**config.mk**
```make
export PLATFORM = sky130hd
export DESIGN_NAME = instr_encoder
export DESIGN_NICKNAME = d
export VERILOG_FILES = /design/src/rtl/instr_encoder.sv
export SDC_FILE = /design/constraint.sdc
export NUM_CORES = 1
export LEC_CHECK = 0
export CAP_MARGIN = 30
export CORE_MARGIN = 5
export CORE_UTILIZATION = 48
export CTS_CLUSTER_SIZE = 20
export DETAILED_ROUTE_END_ITERATION = 10
export HOLD_SLACK_MARGIN = 0.08
export PLACE_DENSITY = 0.9
export SYNTH_ARGS = -nofsm -noshare
export SYNTH_HDL_FRONTEND = slang
export SYNTH_SLANG_ARGS = --single-unit
```
**constraint.sdc**
```tcl
create_clock -name clk -period 4.7 [get_ports clk]
set_input_delay 0.47 -clock clk [delete_from_list [all_inputs] [get_ports clk]]
set_output_delay 0.47 -clock clk [all_outputs]
set_load 0.03 [all_outputs]
```
**src/rtl/instr_encoder.sv**
```systemverilog
// instr_encoder: packs decoded RV32I fields (opcode, registers, funct3/7,
// signed immediate) into 32-bit instruction words and streams them into
// instruction memory at consecutive word addresses. A start/done FSM
// brackets each program load; input and output sides are valid/ready.
//
// Handshake semantics (both sides): a transfer happens on a rising clock
// edge where valid && ready are both high. A producer holding valid keeps
// its payload stable until that edge; ready may depend combinationally on
// the consumer's own state, but valid never depends on ready.
module instr_encoder #(
  parameter int unsigned         WIDTH     = 32,
  parameter int unsigned         ADDR_W    = 32,
  parameter logic [ADDR_W-1:0]   BASE_ADDR = '0
) (
  input  logic              clk,
  input  logic              rst,
  input  logic              start,
  input  logic              in_valid,
  output logic              in_ready,
  input  logic [6:0]        in_opcode,
  input  logic [4:0]        in_rd,
  input  logic [4:0]        in_rs1,
  input  logic [4:0]        in_rs2,
  input  logic [2:0]        in_funct3,
  input  logic [6:0]        in_funct7,
  input  logic [WIDTH-1:0]  in_imm,
  input  logic              in_last,
  output logic              wr_valid,
  input  logic              wr_ready,
  output logic [ADDR_W-1:0] wr_addr,
  output logic [WIDTH-1:0]  wr_data,
  output logic              busy,
  output logic              done,
  output logic              err,
  output logic [15:0]       wr_count,
  output logic [1:0]        state_dbg
);

  // Load sequencing states; exported on state_dbg for observation.
  typedef enum logic [1:0] {
    S_IDLE  = 2'd0,
    S_RUN   = 2'd1,
    S_FLUSH = 2'd2,
    S_DONE  = 2'd3
  } state_t;

  // Supported major opcodes.
  localparam logic [6:0] OP_ITYPE = 7'b0010011;
  localparam logic [6:0] OP_LOAD  = 7'b0000011;
  localparam logic [6:0] OP_STYPE = 7'b0100011;
  localparam logic [6:0] OP_RTYPE = 7'b0110011;
  localparam logic [6:0] OP_BTYPE = 7'b1100011;

  // Immediate ranges representable by the 12-bit and 13-bit (branch) fields.
  localparam logic signed [WIDTH-1:0] IMM12_MIN = WIDTH'(-2048);
  localparam logic signed [WIDTH-1:0] IMM12_MAX = WIDTH'(2047);
  localparam logic signed [WIDTH-1:0] IMMB_MIN  = WIDTH'(-4096);
  localparam logic signed [WIDTH-1:0] IMMB_MAX  = WIDTH'(4094);

  state_t state, state_next;

  logic                    accept;
  logic                    wr_fire;
  logic                    start_go;
  logic signed [WIDTH-1:0] imm_s;
  logic                    imm_fits12;
  logic                    imm_fits_b;
  logic [31:0]             enc_word;
  logic                    enc_legal;

  assign imm_s    = in_imm;
  assign accept   = in_valid && in_ready;
  assign wr_fire  = wr_valid && wr_ready;
  assign start_go = (state == S_IDLE) && start;

  // Range checks on the full-width signed immediate (upper bits matter:
  // a value that only fits after truncation is out of range).
  assign imm_fits12 = (imm_s >= IMM12_MIN) && (imm_s <= IMM12_MAX);
  assign imm_fits_b = (imm_s >= IMMB_MIN) && (imm_s <= IMMB_MAX) && !in_imm[0];

  // Field packing and legality per opcode format.
  always_comb begin
    enc_word  = 32'd0;
    enc_legal = 1'b0;
    case (in_opcode)
      OP_ITYPE, OP_LOAD: begin
        enc_word  = {in_imm[11:0], in_rs1, in_funct3, in_rd, in_opcode};
        enc_legal = imm_fits12;
      end
      OP_STYPE: begin
        enc_word  = {in_imm[11:5], in_rs2, in_rs1, in_funct3, in_imm[4:0], in_opcode};
        enc_legal = imm_fits12;
      end
      OP_RTYPE: begin
        enc_word  = {in_funct7, in_rs2, in_rs1, in_funct3, in_rd, in_opcode};
        enc_legal = 1'b1;
      end
      OP_BTYPE: begin
        enc_word  = {in_imm[12], in_imm[10:5], in_rs2, in_rs1, in_funct3,
                     in_imm[4:1], in_imm[11], in_opcode};
        enc_legal = imm_fits_b;
      end
      default: begin
        enc_word  = 32'd0;
        enc_legal = 1'b0;
      end
    endcase
  end

  // FSM state register.
  always_ff @(posedge clk or posedge rst) begin
    if (rst) begin
      state <= S_IDLE;
    end else begin
      state <= state_next;
    end
  end

  // FSM next-state logic.
  always_comb begin
    state_next = state;
    case (state)
      S_IDLE: begin
        if (start) state_next = S_RUN;
      end
      S_RUN: begin
        // The final bundle ends input acceptance even if it was dropped.
        if (accept && in_last) state_next = S_FLUSH;
      end
      S_FLUSH: begin
        // Leave once the output register is empty or empties this cycle.
        if (!wr_valid || wr_ready) state_next = S_DONE;
      end
      S_DONE: begin
        state_next = S_IDLE;
      end
      default: begin
        state_next = S_IDLE;
      end
    endcase
  end

  // FSM outputs: input-side ready and status flags.
  always_comb begin
    in_ready  = 1'b0;
    busy      = 1'b1;
    done      = 1'b0;
    state_dbg = state;
    case (state)
      S_IDLE: begin
        busy = 1'b0;
      end
      S_RUN: begin
        // Room exists when the output register is empty or draining now.
        in_ready = !wr_valid || wr_ready;
      end
      S_FLUSH: begin
        in_ready = 1'b0;
      end
      S_DONE: begin
        done = 1'b1;
      end
      default: begin
        busy = 1'b0;
      end
    endcase
  end

  // Output register: a legal accept loads a new word; a drain with no
  // replacement empties it. Drain and load in one cycle keep it full.
  always_ff @(posedge clk or posedge rst) begin
    if (rst) begin
      wr_valid <= 1'b0;
      wr_data  <= '0;
    end else if (accept && enc_legal) begin
      wr_valid <= 1'b1;
      wr_data  <= WIDTH'(enc_word);
    end else if (wr_fire) begin
      wr_valid <= 1'b0;
    end
  end

  // Write address and count track completed writes only, so the address
  // shown with a word is the one it is written to.
  always_ff @(posedge clk or posedge rst) begin
    if (rst) begin
      wr_addr  <= BASE_ADDR;
      wr_count <= 16'd0;
    end else if (start_go) begin
      wr_addr  <= BASE_ADDR;
      wr_count <= 16'd0;
    end else if (wr_fire) begin
      wr_addr  <= wr_addr + ADDR_W'(4);
      wr_count <= wr_count + 16'd1;
    end
  end

  // Sticky error flag: set by any dropped bundle, cleared at load start.
  always_ff @(posedge clk or posedge rst) begin
    if (rst) begin
      err <= 1'b0;
    end else if (start_go) begin
      err <= 1'b0;
    end else if (accept && !enc_legal) begin
      err <= 1'b1;
    end
  end

endmodule

```
==> results.json, run 1 <==
{
  "status": "complete, no violations",
  "cp_slowest_stage_delay_ns": 0.53,
  "ys.flop_type": "sky130_fd_sc_hd__dfrtp_1",
  "synth_warnings": 0,
  "clkLatencyLatePin_ns": 0.34,
  "final-hold-violation-count": 0,
  "worstSetupEndpointType": "flop",
  "drt_drc_violations_left": 0,
  "routability_cong": 0.9438,
  "die_w_um": 103.2,
  "worst_slew_pin_slew_ns": 0.7524,
  "synth_cells": 401,
  "final-setup-viol-count": 0,
  "fin_skew_ns": 0.01327,
  "initial_core_util_pct": 48.56,
  "core_region_area_mm2": 0.008593,
  "cp.depth": 8,
  "worst_path_dominant_cell_family": "simple AND/OR/NAND/NOR gates",
  "period_needed_ns": 2.817,
  "die_h_um": 103.2,
  "initial_antenna_violation_count": 0,
  "clock_sinks": 82,
  "worst_setup_hold_path_clk_slew_ns": 0.08,
  "first_global_vias": 3856,
  "post-layout-total-power_w": 0.001603,
  "max_cap_viol_count": 0,
  "place_hpwl_um": 8867,
  "reg2reg_depth": 6,
  "row_count": 34,
  "syn-mean-instance-area_um2": 10.41,
  "ctsHoldBuffers": 0,
  "holdCritPathClass": "reg -> reg",
  "design.portCount": 157,
  "post-route-util_pct": 69.80,
  "post_cts_resize_count": 0,
  "critPathArrivalTime_ns": 3.04,
  "drtIter0Drc": 86,
  "die-area_mm2": 0.01066,
  "cp_max_fo": 19,
  "synthToLayoutAreaGrowth_pct": 43.75,
  "min_period_over_period_pct": 59.93,
  "port-buffer-count": 154,
  "antenna_cells": 0,
  "firstDrtPassIters": 4,
  "grt_remaining_overflow": 0,
  "cts_made_buffers": 9,
  "htree_levels": 3,
  "netlist-cell-type-count": 44,
  "cpMaxStageDelayCell": "sky130_fd_sc_hd__or4_1",
  "power.leakage_nw": 2.578,
  "sequential_area_share_after_synthesis_pct": 49.18,
  "route.detailed.vias_per_inst": 5.469,
  "post_layout_nonfiller_instances": 663,
  "cts_max_path_buffers": 2,
  "yosys_register_bits": 82,
  "cp_data_required_time_ns": 4.92,
  "dpl.cell_count": 649,
  "route.detailed.wl_per_inst_um": 16.83,
  "post_cts.repair.setup_buffers": 0,
  "hold-worst-slack_ns": 0.4826,
  "mappedNetlistArea_mm2": 0.004173,
  "crit_type": "in -> reg",
  "layout_commonest_cell": "sky130_fd_sc_hd__clkdlybuf4s50_1",
  "synth_enable_flop_cells": 0,
  "cp_cell_sequence": "clkdlybuf4s50_1 -> or4_1 -> nor2_1 -> nand4b_1 -> a211oi_2 -> o21bai_4 -> buf_16 -> mux2_4",
  "report.final.slew_viol_count": 0,
  "detail-route-antenna-nets": 0,
  "setup_total_negative_slack_ns": 0,
  "slew_hr_pct": 49.46,
  "cts-root-buf": "sky130_fd_sc_hd__clkbuf_8",
  "power.density_mw_per_mm2": 267.2,
  "synth-async-reset-ratio_pct": 100.0,
  "final_cell_mix": "sky130_fd_sc_hd__clkdlybuf4s50_1, sky130_fd_sc_hd__dfrtp_1, sky130_fd_sc_hd__nor2_1",
  "critPathBufInv": 2,
  "cts_tree": "built",
  "worst_ir_drop_vdd_v": 0.0001118,
  "rsz0062_at_grt": "no",
  "gr-usage-all-layers_pct": 21.83,
  "vias": 3626,
  "final_layout_size_suffix_gt1_share_pct": 9.189,
  "grt_max_degree": 47,
  "wl_um": 11160,
  "startpoint_type": "input port",
  "nets": 629,
  "timing.fmax_ghz": 0.3550,
  "worstHoldPathCells": 1,
  "grt_pass1_wl_um": 18140
}
-- report_power, final --
part           internal [W]  switching [W]  leakage [nW]
Clock              0.000240       0.000237        0.0853
Sequential         0.000727      0.0000178          1.14
Combinational      0.000164       0.000218          1.35
Total               0.00113       0.000473          2.58
-- per-stage QoR --
stage	worst slack [ns]	area (um2)
floorplan	2.122	4177
global placement	1.547	5777
detailed placement	1.566	5824
CTS	1.916	5998
global route	1.764	5998
finish	1.883	5998
-- kinds of logic after synthesis --
| logic type | count (synthesis) | share of synthesized area [%] |
|---|---|---|
| muxes | 29 | 9.565 |
| and+or+nand+nor | 165 | 20.09 |
| xor gates and xnor gates | 32 | 6.717 |
| other | 1 | 0.08987 |
| adders and majority gates | 7 | 2.099 |
| AOI/OAI and AO/OA | 54 | 8.696 |
| buffers and inverters | 31 | 3.568 |
| DFF | 82 | 49.18 |
-- final cells by class --
class / instances / area [um2]
multi-input combinational: 289 / 1991
clock inverter: 3 / 42.54
clock buffer: 11 / 131.4
fill: 636 / 2595
timing repair buffer: 157 / 1597
tap: 108 / 135.1
sequential: 82 / 2052
inverter: 13 / 50.05
-- path summary, 6_finish.rpt --
kind / from / slack, ns / endpoint
setup reg to reg: wr_addr[2] / 2.39 / wr_addr[28]
hold reg to reg: wr_data[0] / 0.48 / wr_data[0]
hold / removal: wr_data[0] / 0.48 / wr_data[0]
min in group asynchronous: rst / 0.51 / wr_data[1]
max in group asynchronous: rst / 3.17 / wr_addr[7]
setup / recovery: in_imm[12] / 1.88 / wr_data[4]
-- synth_stat cells, drive strengths merged, types with 10 or more instances --
cell	count	share of area, %
xor2	14	2.9
buf	10	1.6
o21ai	15	1.8
nand3	17	2.0
xnor2	18	3.8
nand2	29	2.6
mux2	27	9.1
or3	13	1.9
nor2	48	4.3
dfrtp	82	49
a21oi	16	1.9
inv	13	1.2
nand4	17	2.5
a22o	15	3.1
-- layer usage --
layer	GRT usage (%)	vias to the layer above	share of wire (%)
met4	7.371	0	2.2
met5	0	-	0
met1	23.65	1753	37
li1	-	1703	-
met3	7.311	24	8.5
met2	39.81	146	52
-- flip-flops by register name, indices dropped and copies added (netlist names) --
name / cells
err: 1
state_dbg: 2
wr_addr: 30
wr_count: 16
wr_data: 32
wr_valid: 1
-- worst reg2reg max path, cell delays in order, from the launching register on --
cell and delay (ns):
sky130_fd_sc_hd__dfrtp_1 0.42, sky130_fd_sc_hd__ha_1 0.19, sky130_fd_sc_hd__nand3_1 0.09, sky130_fd_sc_hd__or4_1 0.63, sky130_fd_sc_hd__or2_1 0.39, sky130_fd_sc_hd__or3_1 0.35, sky130_fd_sc_hd__a21oi_1 0.17
(Power assumes the default switching activity.)
==> run 2: changes to the inputs <==
--- a/config.mk
+++ b/config.mk
@@ -7,11 +7,11 @@
 export LEC_CHECK = 0
 export CAP_MARGIN = 30
 export CORE_MARGIN = 5
-export CORE_UTILIZATION = 48
+export CORE_UTILIZATION = 45
 export CTS_CLUSTER_SIZE = 20
 export DETAILED_ROUTE_END_ITERATION = 10
 export HOLD_SLACK_MARGIN = 0.08
-export PLACE_DENSITY = 0.9
+export PLACE_DENSITY = 0.85
 export SYNTH_ARGS = -nofsm -noshare
 export SYNTH_HDL_FRONTEND = slang
 export SYNTH_SLANG_ARGS = --single-unit
==> constraint.sdc (replaced) <==
create_clock -name clk -period 2.8 [get_ports clk]
set_input_delay 0.28 -clock clk [delete_from_list [all_inputs] [get_ports clk]]
set_output_delay 0.28 -clock clk [all_outputs]
set_load 0.03 [all_outputs]
==> run 2 against run 1 <==
Clock skew fell by 0.0010 ns; sequential power increased by 68%; global-route usage down 2.1 points; critical path type unchanged.
==> results.json, run 2 (synthesis results as in run 1) <==
{
  "power.density_mw_per_mm2": 478.7,
  "place_hpwl_um": 8363,
  "max_cap_viol_count": 0,
  "core_region_area_mm2": 0.009153,
  "register_area_mm2": 0.002052,
  "grt_max_degree": 48,
  "nFillCells": 681,
  "design.portCount": 157,
  "initial_core_util_pct": 45.59,
  "largest_register_ffs": 32,
  "power.leakage_nw": 2.637,
  "vias": 3593,
  "layout_commonest_cell": "sky130_fd_sc_hd__clkdlybuf4s50_1",
  "die_h_um": 106.3,
  "post_cts.repair.setup_buffers": 0,
  "htree_levels": 3,
  "routability_cong": 0.8559,
  "period_needed_ns": 2.432,
  "final_layout_size_suffix_gt1_share_pct": 10.68,
  "critPathArrivalTime_ns": 2.66,
  "grt_remaining_overflow": 0,
  "synthToLayoutAreaGrowth_pct": 46.33,
  "clkLatencyLatePin_ns": 0.34,
  "holdCritPathClass": "in -> async",
  "clock_sinks": 82,
  "port-buffer-count": 154,
  "final-setup-viol-count": 0,
  "timing.fmax_ghz": 0.4112,
  "fin_skew_ns": 0.01225,
  "antenna_cells": 0,
  "route.detailed.wl_per_inst_um": 15.95,
  "first_global_vias": 3772,
  "largest_registers": "wr_data x32, wr_addr x30, wr_count x16",
  "gr-usage-all-layers_pct": 19.75,
  "cts_max_path_buffers": 2,
  "cp_max_fo": 29,
  "final-hold-violation-count": 0,
  "rsz0062_at_grt": "no",
  "initial_antenna_violation_count": 0,
  "drt_drc_violations_left": 0,
  "die_w_um": 106.3,
  "nets": 634,
  "setup_total_negative_slack_ns": 0,
  "status": "complete, no violations",
  "worstSetupEndpointType": "flop",
  "wl_um": 10730,
  "largest_register_by_flop_count": "wr_data",
  "slew_hr_pct": 53.56,
  "cts_tree": "built",
  "min_period_over_period_pct": 86.85,
  "detail-route-antenna-nets": 0,
  "firstDrtPassIters": 4,
  "final_cell_mix": "sky130_fd_sc_hd__clkdlybuf4s50_1, sky130_fd_sc_hd__dfrtp_1, sky130_fd_sc_hd__nor2_1",
  "ctsHoldBuffers": 0,
  "post_cts_resize_count": 0,
  "startpoint_type": "input port",
  "cts-root-buf": "sky130_fd_sc_hd__clkbuf_8",
  "cts_made_buffers": 9,
  "worst_ir_drop_vdd_v": 0.0002703,
  "grt_pass1_wl_um": 18160,
  "post-route-util_pct": 66.71,
  "worst_slew_pin_slew_ns": 0.6958,
  "report.final.slew_viol_count": 0,
  "cp_data_required_time_ns": 3.03,
  "area_used_by_multi_input_combinational_logic_mm2": 0.001991,
  "row_count": 35,
  "route.detailed.vias_per_inst": 5.339,
  "worst_setup_hold_path_clk_slew_ns": 0.09,
  "crit_type": "in -> reg",
  "drtIter0Drc": 100,
  "die-area_mm2": 0.01130
}
==> run 2: worst max-delay path, cell delays in order <==
cell and delay (ns):
sky130_fd_sc_hd__clkdlybuf4s50_1 0.45, sky130_fd_sc_hd__or4_1 0.56, sky130_fd_sc_hd__nor2_1 0.17, sky130_fd_sc_hd__nand4b_1 0.13
sky130_fd_sc_hd__a211oi_2 0.41, sky130_fd_sc_hd__o21bai_4 0.14, sky130_fd_sc_hd__buf_12 0.20, sky130_fd_sc_hd__mux2_4 0.31
==> run 2: per-stage QoR <==
stage / instance area (um2) / total power, W / cells / setup WS, ns / hold WS [ns]
final: 6106 / 0.002923 / 673 / 0.3681 / 0.3403
after floorplan: 4177 / 0.001598 / 402 / 0.4116 / 0.4285
after global placement: 5858 / 0.001877 / 657 / 0.1447 / 0.4772
after global routing: 6106 / 0.003050 / 673 / 0.2775 / 0.3896
after CTS: 6106 / 0.002941 / 673 / 0.3912 / 0.3502
after detailed placement: 5858 / 0.001901 / 657 / 0.01250 / 0.4763
==> run 2: routing by layer <==
layer	vias up	wire length, um	track usage, %
li1	1714	-	-
met1	1714	4370	23.85
met2	152	5305	33.62
met3	13	868	6.193
met4	0	189	6.198
met5	-	0	0
==> run 2: area by class of cell <==
| class | instances | share of cell area (%) |
|---|---|---|
| Timing Repair Buffer | 162 | 26.64 |
| Clock buffer | 9 | 2.029 |
| Multi-Input combinational cell | 289 | 32.60 |
| Inverter | 13 | 0.8197 |
| Tap cell | 111 | 2.275 |
| Sequential cell | 82 | 33.61 |
| Clock inverter | 7 | 2.029 |
==> run 2: report_power, final <==
group          internal [W]  switching [W]  total [W]
clock              0.000600       0.000443    0.00104
combinational      0.000266       0.000361   0.000627
sequential          0.00122      0.0000332    0.00125
total               0.00209       0.000837    0.00292
==> run 2: final timing paths <==
kind | start | endpoint | slack (ns) | cells after the start
hold reg to reg | wr_data[3] | wr_data[3] | 0.49 | 1
setup reg to reg | wr_addr[2] | wr_addr[28] | 0.51 | 6
setup / recovery | in_imm[12] | wr_data[16] | 0.37 | 8
min in group clk | wr_data[3] | wr_data[3] | 0.49 | 1
max in group asynchronous | rst | wr_addr[27] | 1.80 | 3
hold / removal | rst | wr_count[5] | 0.34 | 2
==> run 3: changes to the inputs <==
--- a/config.mk
+++ b/config.mk
@@ -12,6 +12,7 @@
 export DETAILED_ROUTE_END_ITERATION = 10
 export HOLD_SLACK_MARGIN = 0.08
 export PLACE_DENSITY = 0.85
+export SKIP_CTS_REPAIR_TIMING = 1
 export SYNTH_ARGS = -nofsm -noshare
 export SYNTH_HDL_FRONTEND = slang
 export SYNTH_SLANG_ARGS = --single-unit
==> constraint.sdc (replaced) <==
create_clock -name clk -period 2.3 [get_ports clk]
set_input_delay 0.23 -clock clk [delete_from_list [all_inputs] [get_ports clk]]
set_output_delay 0.23 -clock clk [all_outputs]
set_load 0.03 [all_outputs]
==> run 3 against run 2 <==
Highest routed layer unchanged; power increased by 19%; sequential power up 22%; critical path type unchanged; largest power group unchanged; flip-flop and latch count did not move; clock power grew 13%; clock-buffer cell count unchanged; utilization increased by 0.74 points; routed wire length grew 2.3%.
==> results.json, run 3 (synthesis results as in run 1) <==
{
  "status": "complete, no violations",
  "die_w_um": 106.3,
  "core_region_area_mm2": 0.009153,
  "timing.fmax_ghz": 0.4604,
  "final-hold-violation-count": 0,
  "postLayoutCellArea_mm2": 0.006173,
  "nFillCells": 663,
  "worst_ir_drop_vdd_v": 0.0003358,
  "grt_pass1_wl_um": 18270,
  "wirelength_met1_um": 4425,
  "worstSetupEndpointType": "flop",
  "met2_wirelength_um": 5276,
  "register_area_mm2": 0.002052,
  "worst_slew_pin_slew_ns": 0.6140,
  "first_global_vias": 3843,
  "holdCritPathClass": "in -> async",
  "max_cap_viol_count": 0,
  "route.detailed.vias_per_inst": 5.327,
  "min_period_over_period_pct": 94.43,
  "largest_registers": "wr_data x32, wr_addr x30, wr_count x16",
  "fin_skew_ns": 0.009397,
  "die_h_um": 106.3,
  "htree_levels": 3,
  "clkLatencyLatePin_ns": 0.35,
  "detail-route-antenna-nets": 0,
  "dpl.cell_count": 668,
  "wl_um": 10980,
  "layout_commonest_cell": "sky130_fd_sc_hd__clkdlybuf4s50_1",
  "cp_max_fo": 23,
  "gr-usage-all-layers_pct": 20.00,
  "vias": 3644,
  "cts_max_path_buffers": 2,
  "placement.cell_area_mm2": 0.005943,
  "detailroute.wirelength.met3_um": 956,
  "critPathArrivalTime_ns": 2.41,
  "crit_type": "in -> reg",
  "row_count": 35,
  "largest_register_by_flop_count": "wr_data",
  "route.detailed.wl_per_inst_um": 16.05,
  "place_hpwl_um": 8337,
  "cts_made_buffers": 9,
  "cts-root-buf": "sky130_fd_sc_hd__clkbuf_8",
  "nets": 645,
  "cts_tree": "built",
  "largest_register_ffs": 32,
  "period_needed_ns": 2.172,
  "die-area_mm2": 0.01130,
  "cp_data_required_time_ns": 2.53,
  "post-layout-total-power_w": 0.003480,
  "final_layout_size_suffix_gt1_share_pct": 12.57,
  "post_layout_nonfiller_instances": 684,
  "drt_drc_violations_left": 0,
  "design.portCount": 157,
  "area_used_by_multi_input_combinational_logic_mm2": 0.001993,
  "grt_remaining_overflow": 0,
  "timing.reg2reg.setup_slack_ns": 0.21,
  "setup_total_negative_slack_ns": 0,
  "post-route-util_pct": 67.45,
  "startpoint_type": "input port",
  "clock_sinks": 82,
  "initial_core_util_pct": 45.59,
  "routability_cong": 0.8885,
  "slew_hr_pct": 58.75,
  "port-buffer-count": 154,
  "final_cell_mix": "sky130_fd_sc_hd__clkdlybuf4s50_1, sky130_fd_sc_hd__dfrtp_1, sky130_fd_sc_hd__nor2_1",
  "power.leakage_nw": 2.687,
  "worst_setup_hold_path_clk_slew_ns": 0.09,
  "initial_antenna_violation_count": 0,
  "synthToLayoutAreaGrowth_pct": 47.95,
  "top_layer": "met4",
  "antenna_cells": 0,
  "firstDrtPassIters": 4,
  "final-setup-viol-count": 0,
  "power.density_mw_per_mm2": 563.7,
  "drtIter0Drc": 144,
  "rsz0062_at_grt": "no",
  "report.final.slew_viol_count": 0,
  "grt_max_degree": 83
}
## run 3: changes by cell type in the layout (fill, tap and decap cells not counted), sizes merged
| cell | before | now |
|---|---|---|
| clkdlybuf4s50 | 154 | 153 |
| buf | 8 | 19 |
| clkinvlp | 1 | 3 |
| bufinv | 3 | 2 |
| clkinv | 2 | 1 |
| dlymetal6s2s | 0 | 1 |
## run 3: metal layers
metal	GRT usage [%]	vias to the layer above
li1	-	1732
met1	23.46	1741
met2	33.08	145
met3	7.225	26
met4	8.418	0
met5	0	-
## run 3: final timing paths
check,start,end,depth (start not counted)
max,in_imm[12],wr_data[14],8
min,rst,wr_count[5],3
max reg2reg,wr_addr[2],wr_addr[22],6
min reg2reg,wr_data[1],wr_data[1],1
max in group asynchronous,rst,wr_addr[25],3
min in group clk,wr_data[1],wr_data[1],1
## run 3: area by class of cell
cell class              instances  area share, %
clock buffers                   9          2.006
flip-flops and latches         82          33.24
repair buffers                173          27.73
well taps                     111          2.250
multi-input cells             289          32.29
inverters                      13         0.8512
clock inverters                 7          1.642
## run 3: per-stage QoR
stage / worst slack (ns) / hold WS [ns]
global placement: -0.1715 / 0.4558
finish: 0.1280 / 0.3464
detailed placement: -0.2344 / 0.4592
global route: 0.01715 / 0.3832
CTS: 0.04625 / 0.3640
floorplan: 0.0006004 / 0.3785
## run 3: worst max-delay path, cell delays in order
cell and delay [ns]:
sky130_fd_sc_hd__clkdlybuf4s50_1 0.41, sky130_fd_sc_hd__or4_1 0.52, sky130_fd_sc_hd__nor2_1 0.16, sky130_fd_sc_hd__nand4b_1 0.13
sky130_fd_sc_hd__a211oi_2 0.37, sky130_fd_sc_hd__o21bai_4 0.10, sky130_fd_sc_hd__buf_12 0.18, sky130_fd_sc_hd__mux2_4 0.30
## run 3: where the power goes
part           leakage (nW)  switching [W]  internal (W)
Combinational          1.44       0.000446      0.000328
Clock                 0.106       0.000562      0.000621
Sequential             1.14      0.0000379       0.00148
Total                  2.69        0.00105       0.00243
